[src/rtl/transpose_buffer.sv]
// transpose_buffer
//   Ping-pong transpose memory between the row-DCT and column-DCT stages.
//   An N x N block of W-bit coefficients arrives row-major on the input
//   stream and leaves column-major on the output stream. Two banks let one
//   block fill while the previous block drains.
//
// Parameters
//   W            coefficient width (>= 2)
//   N            block dimension, power of two (>= 2)
//
// Ports
//   clk          clock, rising edge
//   clr_n        asynchronous active-low reset
//   in_valid     producer has a word on in_data
//   in_ready     buffer accepts a word this cycle
//   in_data      row-major input word
//   out_valid    out_data holds a valid word
//   out_ready    consumer accepts out_data this cycle
//   out_data     column-major output word, 0 when out_valid=0
//   out_last     high with the final word of a block
//   row_mode     (TPB_ROWMODE_EN only) 1 = drain this block row-major
//
// Build option
//   TPB_ROWMODE_EN  adds row_mode and a per-bank mode bit; a bank whose
//                   mode bit is set drains in arrival order.
//
// Bank life cycle (implicit, derived from full/wp/rp/ri)
//   state    | meaning
//   EMPTY    | full=0, not the write bank
//   FILLING  | wp points at the bank
//   FULL     | full=1, waiting for the read side
//   DRAINING | rp points at the bank and ri > 0
module transpose_buffer #(
    parameter int W = 16,
    parameter int N = 8
) (
    input  logic         clk,
    input  logic         clr_n,
    input  logic         in_valid,
    output logic         in_ready,
    input  logic [W-1:0] in_data,
    output logic         out_valid,
    input  logic         out_ready,
    output logic [W-1:0] out_data,
    output logic         out_last
`ifdef TPB_ROWMODE_EN
    ,
    input  logic         row_mode
`endif
);

    localparam int LOGN  = $clog2(N);
    localparam int DEPTH = N * N;
    localparam int AW    = 2 * LOGN;
    localparam logic [AW-1:0] LAST_IDX = AW'(DEPTH - 1);

    logic [W-1:0]  mem_q [2][DEPTH];
    logic [W-1:0]  mem_d [2][DEPTH];
    logic [1:0]    full_q, full_d;
    logic          wp_q, wp_d;
    logic          rp_q, rp_d;
    logic [AW-1:0] wi_q, wi_d;
    logic [AW-1:0] ri_q, ri_d;
`ifdef TPB_ROWMODE_EN
    logic [1:0]    mode_q, mode_d;
`endif

    logic          in_fire;
    logic          out_fire;
    logic [AW-1:0] rd_addr;
    logic [AW-1:0] rd_addr_tr;

    // Index k = {k/N, k%N}; the transposed address puts k%N in the row
    // field and k/N in the column field.
    assign rd_addr_tr = {ri_q[LOGN-1:0], ri_q[AW-1:LOGN]};

`ifdef TPB_ROWMODE_EN
    assign rd_addr = mode_q[rp_q] ? ri_q : rd_addr_tr;
`else
    assign rd_addr = rd_addr_tr;
`endif

    // Handshake qualifiers come straight from registered flags, so a bank
    // freed by its final read only reopens for writing on the next cycle.
    assign in_ready  = !full_q[wp_q];
    assign out_valid = full_q[rp_q];
    assign in_fire   = in_valid && in_ready;
    assign out_fire  = out_valid && out_ready;

    assign out_data  = out_valid ? mem_q[rp_q][rd_addr] : '0;
    assign out_last  = out_valid && (ri_q == LAST_IDX);

    always_comb begin
        mem_d  = mem_q;
        full_d = full_q;
        wp_d   = wp_q;
        rp_d   = rp_q;
        wi_d   = wi_q;
        ri_d   = ri_q;
`ifdef TPB_ROWMODE_EN
        mode_d = mode_q;
`endif

        if (in_fire) begin
            mem_d[wp_q][wi_q] = in_data;
`ifdef TPB_ROWMODE_EN
            if (wi_q == '0) begin
                mode_d[wp_q] = row_mode;
            end
`endif
            if (wi_q == LAST_IDX) begin
                full_d[wp_q] = 1'b1;
                wp_d         = !wp_q;
                wi_d         = '0;
            end else begin
                wi_d = wi_q + 1'b1;
            end
        end

        // A write can never target the bank being released here: that bank
        // is full, so in_ready is low whenever wp == rp.
        if (out_fire) begin
            if (ri_q == LAST_IDX) begin
                full_d[rp_q] = 1'b0;
                rp_d         = !rp_q;
                ri_d         = '0;
            end else begin
                ri_d = ri_q + 1'b1;
            end
        end
    end

    always_ff @(posedge clk or negedge clr_n) begin
        if (!clr_n) begin
            for (int b = 0; b < 2; b++) begin
                for (int a = 0; a < DEPTH; a++) begin
                    mem_q[b][a] <= '0;
                end
            end
            full_q <= '0;
            wp_q   <= 1'b0;
            rp_q   <= 1'b0;
            wi_q   <= '0;
            ri_q   <= '0;
`ifdef TPB_ROWMODE_EN
            mode_q <= '0;
`endif
        end else begin
            mem_q  <= mem_d;
            full_q <= full_d;
            wp_q   <= wp_d;
            rp_q   <= rp_d;
            wi_q   <= wi_d;
            ri_q   <= ri_d;
`ifdef TPB_ROWMODE_EN
            mode_q <= mode_d;
`endif
        end
    end

endmodule

[config.mk]
export PLATFORM = sky130hd
export DESIGN_NAME = transpose_buffer
export DESIGN_NICKNAME = d
export VERILOG_FILES = /design/src/rtl/transpose_buffer.sv
export SDC_FILE = /design/constraint.sdc
export NUM_CORES = 2
export LEC_CHECK = 0
export CAP_MARGIN = 20
export CORE_MARGIN = 2
export CORE_UTILIZATION = 30
export DETAILED_ROUTE_END_ITERATION = 10
export DONT_BUFFER_PORTS = 1
export PLACE_DENSITY_LB_ADDON = 0.12
export SYNTH_ARGS = -nofsm -noshare
export SYNTH_HDL_FRONTEND = slang
export SYNTH_SLANG_ARGS = --single-unit
export TNS_END_PERCENT = 100
[constraint.sdc]
create_clock -name clk -period 3.2 [get_ports clk]
set_input_delay 0.64 -clock clk [delete_from_list [all_inputs] [get_ports clk]]
set_output_delay 0.64 -clock clk [all_outputs]
set_load 0.01 [all_outputs]
Word level (Yosys, flattened, before mapping)

Index checks and enable logic that the tools add are counted.

Register bits: 2,064
Input bits: 20

$add $sub $neg: 2
Magnitude comparators: 10
Equal/unequal tests: 2
Muxes and demuxes: 26
Bitwise gates (word level): 7
Reduce and logical (&&, ||, !) cells: 12

Operators by type and width:

| cell                                                                 | count |
|---|---|
| 1024-bit two-way mux                                                 | 4 |
| 2048-bit bitwise mux                                                 | 1 |
| 1024-bit demux with 1-bit select                                     | 1 |
| 16-bit binary-select mux with 6-bit select                           | 1 |
| 16-bit demux with 6-bit select                                       | 1 |
| 16-bit two-way mux                                                   | 4 |
| 7-bit >= comparator, second input constant                           | 2 |
| 6-bit inverter with 7-bit output                                     | 2 |
| 6-bit by 1-bit adder with 6-bit output, second input constant        | 2 |
| 6-bit equality test, second input constant                           | 2 |
| 6-bit two-way mux                                                    | 2 |
| 2-bit two-way mux                                                    | 4 |
| 1-bit logical AND                                                    | 7 |
| 7-bit by 1-bit < comparator with 1-bit output, second input constant | 1 |
| 1-bit two-way mux                                                    | 6 |
| 2-bit >= comparator, second input constant                           | 2 |
| 1-bit by 2-bit < comparator with 1-bit output, second input constant | 2 |
| 1-bit inverter with 2-bit output                                     | 2 |
| 2-bit AND reduction                                                  | 2 |
| 1-bit zero test                                                      | 3 |
| 2-bit AND                                                            | 1 |
| 1-bit demux with 1-bit select                                        | 2 |
| 1-bit >= comparator, second input constant                           | 2 |
| 2-bit by 1-bit < comparator with 1-bit output, second input constant | 1 |
| other kinds (2)                                                      | 2 |

Depth between registers and ports, before layout

Word-level depth: 10
Gate-level depth with buffers: 11
Mapped depth without buffers: 6

Worst setup path after synthesis

OpenSTA, ideal clock, no wires.

Path type: flip-flop to output port
Start: reg rp_q
End: out out_data[10]
Data arrival time: 2.280 ns
Setup slack: 0.280 ns
Stages on the path, launching flop included: 8
Cell sequence: dfrtp_1 buf_2 buf_4 buf_2 mux4_2 mux4_2 a221oi_1 o22ai_1

Cells in the longest elaborated chain, start to end: 8

Ends and longest elaborated chain:

| what                                                     | line | source |
|---|---|---|
| start, declared                                          | 61   | `logic rp_q, rp_d;` |
| start signal, assigned                                   | 152  | `rp_q <= rp_d;` |
| 1-bit inverter with 2-bit output (implied by the code)   | 90   | `assign out_data = out_valid ? mem_q[rp_q][rd_addr] : '0;` |
| 1024-bit two-way mux (implied by the code) (3 in series) | 90   |  |
| 16-bit binary-select mux with 6-bit select               | 90   |  |
| 16-bit two-way mux (implied by the code) (2 in series)   | 90   |  |
| 16-bit two-way mux (*)                                   | 90   |  |
| end, declared                                            | 44   | `output logic [W-1:0] out_data,` |

Every way passes the cells marked *; elsewhere a longest branch is shown, timed or not. The select of a mux whose other input is x is not followed.

Worst setup path after layout

Start: reg rp_q
End: out out_data[0]

Same word-level chain as after synthesis.

==> results.md <==
* Max-slew violation count at 0
* RSZ-0062 raised after global routing: true
* Power per Cell Area at 602 nW/um^2
* DP HPWL at 189 mm
* GRT Total Usage at 0.199
* Pwr Total at between 60000 and 70000 uW
* CTS Buf Count at roughly 240
* Rel. slew slack at 0.135
* Async S/R FF share, synth at 1.00
* Status: finished with violations
* Critical Path Max Stage Delay at 0.52 ns
* Layout Nets at between 6000 and 7000
* Post-DRT Antenna Nets at 0
* Minimum clock period at 4.53 ns
* DR vias/cell at 5.13
* Max H-tree Level at 4
* Worst path arrival time at 3.89 ns
* Worst-Margin Slew at between 1 and 1.5 ns
* Crit-path cells: buf_12 -> buf_16 -> buf_16 -> mux4_2 -> mux4_2 -> a221oi_4 -> buf_6 -> o22ai_4 -> buf_6
* Critical Path Start Type: register
* Post-Syn Area at 94500 um^2
* Min-delay worst type: in2async
* Top-level I/O count at 39
* Slowest stage cell, crit path: mux4_2
* Gpl congestion at 0.782
* Clk Tree Root Cell: clkbuf_16
* Num rows at 206
* Fin Clk Skew at 0.0938 ns
* CP Capture Type: primary output
* Die area at 320000 um^2
* Mapped Nets at 6371
* CTS Sinks at roughly 2100
* Die height at 565 um
* Clock tree buffer depth at 4
* Clock transition at path regs at 0.06 ns
* DRT Pass-1 Iters at 8
* Final Hold Violating Endpoints at 510
* Register area share after synthesis at 0.546
* Hold_ws at -0.580 ns
* Setup violations, final at 16
* Antenna violations before repair at 13
* First-pass GRT wire length at 460 mm
* Synth unique cells at 58
* Max Cap Viol at 0
* Failing checks: negative hold slack, negative setup slack
* Core footprint at roughly 310000 um^2
* GRT overflow at 0
* Clock latency on the worst-skew pair at 0.93 ns
* Post-synth EDFFs at 0
* Most frequent cells in the layout: 2059 x dfrtp_1, 1972 x mux2_2, 501 x buf_4, 405 x mux4_2, 273 x nand2_1
* Area Growth Syn to Fin at 21.4%
* I/O Buffers at 0
* Crit-path max FO at 7
* Avg WL per Cell at 28.6 um
* Synth Flop Type: dfrtp_1
* Maximum vdd ir drop at 0.492 mV
* Register bit total from synthesis at 2064
* Setup tns final at -19.87 ns
* Pleak at 0.0528 uW
* Routed wire length at 318 mm
* PnR worst setup slack at -1.33 ns
* Fmax at 221 MHz
* Initial DRC count at 3804
* Tcrit/Tclk final at 1.41
* Layout cell share with drive strength beyond 1 at 0.548
* Fin util at 0.365
* CTS tree: done
* Worst EP required at 2.56 ns
* Commonest non-fill, non-tap cell in the layout: dfrtp_1
* Mapped Cells at 6349
* # DRC at 0
* Total number of vias at 56900
* Initial core utilization at 0.301
* Die width at 565 um
* Crit Path Category: reg2out
* Number of global-route vias before repair at 60400
* Synth warn at 0
* Largest net degree at the start of global routing at 255
* Synth Area per Inst at 14.9 um^2
## worst paths after layout
kind                       slack (ns)           to        start  cells after the start
min                             -0.58   mem_q[678]        clr_n                      0
max in group asynchronous        0.48  mem_q[1209]        clr_n                      4
min in group clk                 0.08    full_q[1]    out_ready                      2
max                             -1.33  out_data[0]         rp_q                      9
min reg2reg                      0.50  mem_q[1750]  mem_q[1750]                      1
max reg2reg                      0.22  mem_q[1950]      wi_q[2]                      3
## sequential cells by signal (all words and copies together), names as in the netlist
| signal | count |
|---|---|
| ri_q | 6 |
| wi_q | 6 |
| wp_q | 1 |
| mem_q | 2048 |
| full_q | 2 |
| rp_q | 1 |
## power by group
part	leakage (uW)	switching, uW	internal, uW
combinational	0.0206	5300	5690
sequential	0.0284	1570	29200
clock	0.00385	11400	15900
## cells by family (layout without fill, tap and decap cells)
logic type | count (synthesis) | count (layout) | synth area share
AOI/OAI and AO/OA | 309 | 309 | 0.0223
xor gates and xnor gates | 4 | 4 | 0.000370
adders and majority gates | 2 | 2 | 0.000265
buffers and inverters | 601 | 1181 | 0.0272
DFF | 2064 | 2064 | 0.546
muxes | 2731 | 2731 | 0.373
other | 0 | 10 | 0
and+or+nand+nor | 638 | 638 | 0.0306
## per-layer routing
| layer | track usage | vias up | share of wire |
|---|---|---|---|
| met5 | 0 | - | 0 |
| met4 | 0.0444 | 0 | 0.023 |
| met3 | 0.0273 | 349 | 0.041 |
| met2 | 0.318 | 921 | 0.46 |
| met1 | 0.285 | 31400 | 0.47 |
| li1 | - | 24200 | - |
## critical path: cells and delay by family (launching register included)
family / cells / cell delay, ns
flops: 1 / 0.49
buf+inv: 5 / 0.81
compound gates: 2 / 0.61
mux: 2 / 1.04
## cell usage after synthesis (3+ instances only)
master / number / area [um^2]
a2111oi_0: 3 / 26.3
a211oi_1: 31 / 233
a21oi_1: 29 / 145
a221oi_1: 25 / 219
a31oi_1: 49 / 307
a32oi_1: 13 / 114
and2_1: 35 / 219
and3_1: 8 / 50.1
buf_1: 33 / 124
buf_2: 120 / 601
buf_4: 25 / 188
buf_6: 9 / 101
clkbuf_1: 405 / 1520
dfrtp_1: 2064 / 51600
inv_1: 7 / 26.3
mux2_2: 1972 / 22200
mux2_4: 80 / 1200
mux2i_1: 274 / 2740
mux4_2: 405 / 9120
nand2_1: 281 / 1050
nand2_2: 9 / 56.3
nand2_4: 8 / 90.1
nand2b_1: 7 / 43.8
nand3_1: 48 / 240
nand3b_1: 3 / 22.5
nand4_1: 6 / 37.5
nor2_1: 150 / 563
nor2_2: 3 / 18.8
nor2b_1: 6 / 37.5
nor3_1: 43 / 215
nor3b_1: 3 / 22.5
o2111ai_1: 4 / 35.0
o21ai_0: 9 / 45.0
o221ai_1: 3 / 26.3
o22ai_1: 115 / 719
o31ai_1: 4 / 30.0
o41ai_1: 15 / 131
or3_1: 4 / 25.0
or4_1: 13 / 97.6
xnor2_1: 4 / 35.0
## stage by stage
step                cell area, um^2  worst slack (ns)  std cells
finish                       115000             -1.33      11100
detailed placement           104000             -1.27      10600
global route                 115000             -1.42      11100
global placement             104000             -1.23      10600
CTS                          114000             -1.41      11100
floorplan                     94500             0.280       6349
## repair_timing
| item | 4_1_cts | 5_1_grt |
|---|---|---|
| endpoints found under the hold margin | 2297 | 322 |
| hold buffers | 30 | 3 |
| gates cloned | 15 | 0 |
| endpoints found under the setup margin | 17 | 16 |
| buffers inserted | 57 | 9 |
| gates resized for setup | 297 | 41 |
| pin swaps | 63 | 24 |
## cell type report
| cell class | instances | area, um^2 |
|---|---|---|
| clock inverter | 62 | 633 |
| antenna | 10 | 25.0 |
| sequential | 2064 | 51700 |
| fill | 29700 | 199000 |
| multi-input combinational | 3684 | 41700 |
| tap | 4160 | 5200 |
| inverter | 8 | 35.0 |
| timing repair buffer | 742 | 8390 |
| clock buffer | 369 | 7120 |
(Power assumes the default switching activity.)
